**config.mk**
```make
export PLATFORM = sky130hd
export DESIGN_NAME = modn_count_sequencer
export DESIGN_NICKNAME = d
export VERILOG_FILES = /design/src/rtl/modn_count_sequencer_pkg.sv /design/src/rtl/modn_step_core.sv /design/src/rtl/modn_count_sequencer.sv
export SDC_FILE = /design/constraint.sdc
export NUM_CORES = 1
export LEC_CHECK = 0
export ABC_CLOCK_PERIOD_IN_PS = 2100
export BUFFER_PORTS_ARGS = -buffer_cell sky130_fd_sc_hd__buf_2
export CAP_MARGIN = 0
export CORE_ASPECT_RATIO = 0.75
export CORE_MARGIN = 2
export CORE_UTILIZATION = 51
export DETAILED_ROUTE_END_ITERATION = 10
export PLACE_DENSITY = 0.78
export REMOVE_ABC_BUFFERS = 1
export SYNTH_ARGS = -nofsm -noshare
export SYNTH_HDL_FRONTEND = slang
export SYNTH_SLANG_ARGS = --single-unit
```
**constraint.sdc**
```tcl
create_clock -name clk -period 2.1 [get_ports clk]
set_input_delay 0.21 -clock clk [delete_from_list [all_inputs] [get_ports clk]]
set_output_delay 0.21 -clock clk [all_outputs]
set_load 0.01 [all_outputs]
```
**src/rtl/modn_count_sequencer_pkg.sv**
```systemverilog
// Shared definitions for the mod-N count sequencer.
// Holds the sequencer state encoding and the direction constants used by
// both the sequencer and its step core.
package modn_count_sequencer_pkg;

  // Sequencer states: wait for a command, execute it, report completion.
  typedef enum logic [1:0] {
    IDLE = 2'd0,
    RUN  = 2'd1,
    DONE = 2'd2
  } state_t;

  // Direction field of a command.
  localparam logic DIR_UP   = 1'b1;
  localparam logic DIR_DOWN = 1'b0;

endpackage

```
**src/rtl/modn_step_core.sv**
```systemverilog
// Mod-N up/down counter that moves by one position per enabled cycle.
// Ports:
//   clk   - system clock, rising edge
//   reset - asynchronous, active-low reset (count returns to 0)
//   en    - perform one step on this edge
//   dir   - DIR_UP counts up, DIR_DOWN counts down
//   count - current value, always within 0..N-1
//   wrap  - registered pulse, high for the cycle after a step that wrapped
module modn_step_core
  import modn_count_sequencer_pkg::*;
#(
  parameter int N     = 10,
  parameter int WIDTH = 4
) (
  input  logic             clk,
  input  logic             reset,
  input  logic             en,
  input  logic             dir,
  output logic [WIDTH-1:0] count,
  output logic             wrap
);

  localparam logic [WIDTH-1:0] MAXV = WIDTH'(N - 1);

  // One step per enabled edge; the boundary values wrap to the opposite end
  // and flag it, so count can never leave 0..N-1.
  always_ff @(posedge clk or negedge reset) begin
    if (!reset) begin
      count <= '0;
      wrap  <= 1'b0;
    end else begin
      wrap <= 1'b0;
      if (en) begin
        if (dir == DIR_UP) begin
          if (count == MAXV) begin
            count <= '0;
            wrap  <= 1'b1;
          end else begin
            count <= count + 1'b1;
          end
        end else begin
          if (count == '0) begin
            count <= MAXV;
            wrap  <= 1'b1;
          end else begin
            count <= count - 1'b1;
          end
        end
      end
    end
  end

endmodule

```
**src/rtl/modn_count_sequencer.sv**
```systemverilog
// Command-driven controller for a mod-N up/down counter.
// Accepts one (direction, step count) command at a time over valid/ready and
// advances the counter by that many steps, one step every PRESCALE cycles.
// Ports:
//   clk, reset            - clock and asynchronous active-low reset
//   cmd_valid/cmd_ready   - command handshake (ready only in IDLE)
//   cmd_dir, cmd_steps    - command fields, sampled on the handshake
//   hold                  - freezes prescaler and counter while running
//   abort                 - drops the active command without completion
//   count                 - current counter value
//   busy                  - command in progress (RUN or DONE)
//   done                  - one-cycle pulse on normal completion
//   wrap                  - one-cycle pulse after a wrapping step
//   steps_left            - steps remaining in the active command
module modn_count_sequencer
  import modn_count_sequencer_pkg::*;
#(
  parameter int N        = 10,
  parameter int WIDTH    = 4,
  parameter int STEPW    = 8,
  parameter int PRESCALE = 1
) (
  input  logic             clk,
  input  logic             reset,
  input  logic             cmd_valid,
  output logic             cmd_ready,
  input  logic             cmd_dir,
  input  logic [STEPW-1:0] cmd_steps,
  input  logic             hold,
  input  logic             abort,
  output logic [WIDTH-1:0] count,
  output logic             busy,
  output logic             done,
  output logic             wrap,
  output logic [STEPW-1:0] steps_left
);

  // A prescale of 1 still needs a one-bit register that simply stays at 0.
  localparam int PW = (PRESCALE > 1) ? $clog2(PRESCALE) : 1;
  localparam logic [PW-1:0] RELOAD = PW'(PRESCALE - 1);

  state_t        state;
  logic [PW-1:0] prescaler;
  logic          dir_q;
  logic          tick;

  assign cmd_ready = (state == IDLE);
  assign busy      = (state == RUN) || (state == DONE);

  // abort outranks hold, which outranks the prescaler expiring.
  assign tick = (state == RUN) && !abort && !hold && (prescaler == '0);

  // Sequencer FSM with prescaler and remaining-step bookkeeping. done is
  // raised together with the move into DONE so it is high exactly while
  // the FSM sits in DONE.
  always_ff @(posedge clk or negedge reset) begin
    if (!reset) begin
      state      <= IDLE;
      prescaler  <= '0;
      steps_left <= '0;
      dir_q      <= DIR_UP;
      done       <= 1'b0;
    end else begin
      done <= 1'b0;
      case (state)
        IDLE: begin
          if (cmd_valid) begin
            dir_q      <= cmd_dir;
            steps_left <= cmd_steps;
            prescaler  <= RELOAD;
            if (cmd_steps == '0) begin
              state <= DONE;
              done  <= 1'b1;
            end else begin
              state <= RUN;
            end
          end
        end
        RUN: begin
          if (abort) begin
            state      <= IDLE;
            steps_left <= '0;
          end else if (!hold) begin
            if (prescaler != '0) begin
              prescaler <= prescaler - 1'b1;
            end else begin
              prescaler  <= RELOAD;
              steps_left <= steps_left - 1'b1;
              if (steps_left == STEPW'(1)) begin
                state <= DONE;
                done  <= 1'b1;
              end
            end
          end
        end
        DONE:    state <= IDLE;
        default: state <= IDLE;
      endcase
    end
  end

  modn_step_core #(
    .N     (N),
    .WIDTH (WIDTH)
  ) u_core (
    .clk   (clk),
    .reset (reset),
    .en    (tick),
    .dir   (dir_q),
    .count (count),
    .wrap  (wrap)
  );

endmodule

```
==> flow_summary_export.csv <==
group,metric,value,unit
status,outcome,"completed",
yosys,muxShareOfSynthArea,2.85,%
placement,hpwlAfterDp,1930,um
power,peakVddDrop,0.000882,V
yosys,synth-edff-count,0,
yosys,synth_top_family_by_area,"compound AO/OA/AOI/OAI gates",
die,core-area,0.00201,sq mm
timing,rsz0062_at_grt,"no",
finish,stdcell_count,171,
finish,fill_cells,179,
timing,setup_tns,0,ps
job,maxCapViolCount,0,
die,die_area,0.00255,sq mm
route,vias_per_cell,5.88,
grt,first_global_vias,906,
grt,grt_usage,23.0,%
worst_setup_path,r2r_slack,370,ps
clocking,clock_path_buffers,2,
worst_setup_path,crit_chain,"inv_1, ha_1, nor3b_2, nand2_2, nor4_4, a221o_1",
clocking,clock_latency,290,ps
die,io_pins,30,
die,die_w,57.6,um
placement,gp_congestion,0.866,
die,row_count,14,
route,wl_per_cell,14.9,um
timing,period_share,82.3,%
power,powerDensity,1530,mW/mm^2
yosys,synthArstFlopShare,100,%
yosys,synthCells,117,
worst_setup_path,worst_path_max_delay_cell,"nor3b_2",
worst_setup_path,end_kind,"flop",
worst_setup_path,worstPathMaxFanout,8,
yosys,synth-adder-area-share,4.56,%
route,ant_nets,0,
route,first_iter_violations,36,
finish,num_antenna_cells,0,
yosys,ys_seq_elements,17,
worst_setup_path,crit_type,"reg -> reg",
worst_setup_path,cp.buffers_inverters,1,
finish,syn_to_final_growth,16.9,%
yosys,avgSynthCellArea,9.39,sq um
yosys,synth_top_cell_area_share,36.4,%
finish,ff_latch_area,427,sq um
timing,finClkSkew,1.05,ps
yosys,synth.most_common_cell,"dfrtp_1",
clocking,clk_pin_slew,90,ps
yosys,ys_warn_count,0,
power,leakagePower,0.582,nW
route,drc_errors,0,
yosys,synth_area_leaders,"dfrtp_1 36%, ha_1 4.6%, a32oi_1 4.0%",
timing,slew_violations,0,
yosys,yosysSeqAreaShare,38.8,%
yosys,syn_area,0.00110,sq mm
finish,final_cell_area,0.00128,sq mm
timing,fin_ws,371,ps
die,fp.dieH,44.2,um
timing,max_freq,578,MHz
placement,post-place-ws,402,ps
worst_hold_path,hold_class,"in -> reg",
worst_setup_path,required,2330,ps
route,vias,1005,
finish,drive_above_1_share,29.9,%
timing,hold_violations,0,
grt,grt_overflow,0,
clocking,cts_buffers,3,
worst_setup_path,critPathTopFamily,"simple AND/OR/NAND/NOR gates",
clocking,cts_resized,0,
worst_setup_path,slowest_delay,460,ps
worst_setup_path,start_kind,"flop",
finish,finalNetCount,166,
grt,grt_pass1_wl,4350,um
finish,multi_input_area,608,sq um
yosys,synth_compound_area_share,26.0,%
clocking,cts_max_level,1,
yosys,yosys-top-cells-count,"16 x dfrtp_1, 8 x a21oi_1, 8 x inv_1, 8 x nand2_1, 8 x o21ai_0",
clocking,cts_root_buffer,"clkbuf_4",
placement,port_buffers,29,
placement,placed_cells,166,
yosys,synth_xor_area_share,1.59,%
worst_setup_path,worstPathArrival,1960,ps
route,firstDrtPassIters,4,
yosys,synth.distinct_cells,44,
die,initial_core_util,54.5,%
clocking,cts.sink_count,17,
timing,tightest_slew,496,ps
placement,dpl-instance-area,0.00125,sq mm
clocking,cts_tree,"done",
route,drt-total-wl,2550,um
clocking,post_cts_buffers,0,
yosys,synthFlopType,"dfrtp_1",
timing,period_needed,1730,ps
timing,maxSlewHeadroom,66.8,%
timing,setup_violations,0,
grt,antenna_found_initial,0,
yosys,synth-simple-area-share,20.4,%
grt,grt_start_max_net_pins,18,
yosys,yosysTopAreaCell,"dfrtp_1",
[kinds of logic (layout without fill, tap and decap cells)]
kind of cell / Yosys count / after routing
and+or+nand+nor: 36 / 36
AOI/OAI and AO/OA: 42 / 42
adders and majority gates: 4 / 4
muxes: 3 / 3
buffers and inverters: 13 / 43
xor gates and xnor gates: 2 / 2
DFF: 17 / 17
[final cells by class]
| class | count | area share [%] |
|---|---|---|
| clock buffer | 4 | 2.05 |
| tap | 24 | 2.34 |
| timing repair buffer | 31 | 12.7 |
| sequential | 17 | 33.2 |
| multi-input combinational | 87 | 47.4 |
| inverter | 8 | 2.34 |
[per-layer routing]
metal / track usage, % / vias up / part of all wire (%)
li1: - / 497 / -
met1: 33.0 / 472 / 49
met2: 34.8 / 34 / 44
met3: 6.14 / 2 / 6.4
met4: 5.58 / 0 / 0.51
met5: 0 / - / 0
[sequential cells by signal, indices dropped and copies added, names as in the netlist]
register	count
dir_q	1
done	1
state	2
steps_left	8
u_core.count	4
u_core.wrap	1
[cells in the final DEF (no fill, tap or decap), drive strengths merged, types with 3 or more instances in the layout]
master  synthesis  layout
buf             2      30
dfrtp          16      16
o21ai          15      15
nand2           9       9
inv             8       8
a21oi           8       8
nor2            7       7
a32oi           5       5
nor4            5       5
ha              4       4
clkbuf          3       4
nor2b           3       3
[worst paths after layout]
path                           from  cells past startpoint         endpoint
setup / recovery           state[1]                      6  u_core.count[2]
hold / removal              cmd_dir                      2            dir_q
setup reg to reg           state[1]                      6  u_core.count[2]
hold reg to reg            state[1]                      1         state[1]
max in group asynchronous     reset                      2            dir_q
min in group asynchronous     reset                      2    steps_left[5]
[worst reg2reg max path: cells and delay by family, from the launching register on]
kind / cells / cell delay, ps
AO/OA/AOI/OAI: 1 / 190
adder cells (fa/ha/maj): 1 / 210
buffers and inverters: 1 / 80
flip-flops: 1 / 390
AND/OR/NAND/NOR: 3 / 810
[power by group]
group          switching, mW  internal [mW]
sequential             0.239          0.480
combinational          0.598          0.475
clock                  0.100         0.0739
total                  0.937           1.03
[metrics by stage]
step / utilization, % / hold slack [ps] / power [mW]
finish: 63.7 / 151 / 1.97
floorplan: - / -85.6 / 1.44
detailed placement: 61.9 / 155 / 1.79
CTS: 63.7 / 144 / 1.97
global route: 63.7 / 132 / 2.15
global placement: 61.9 / 152 / 1.75
[repair_timing]
action                                 4_1_cts  5_1_grt
setup endpoints to repair                    0        0
hold buffers                                 1        0
endpoints found under the hold margin       16        0
No activity file was read; power rests on OpenSTA's default activity.
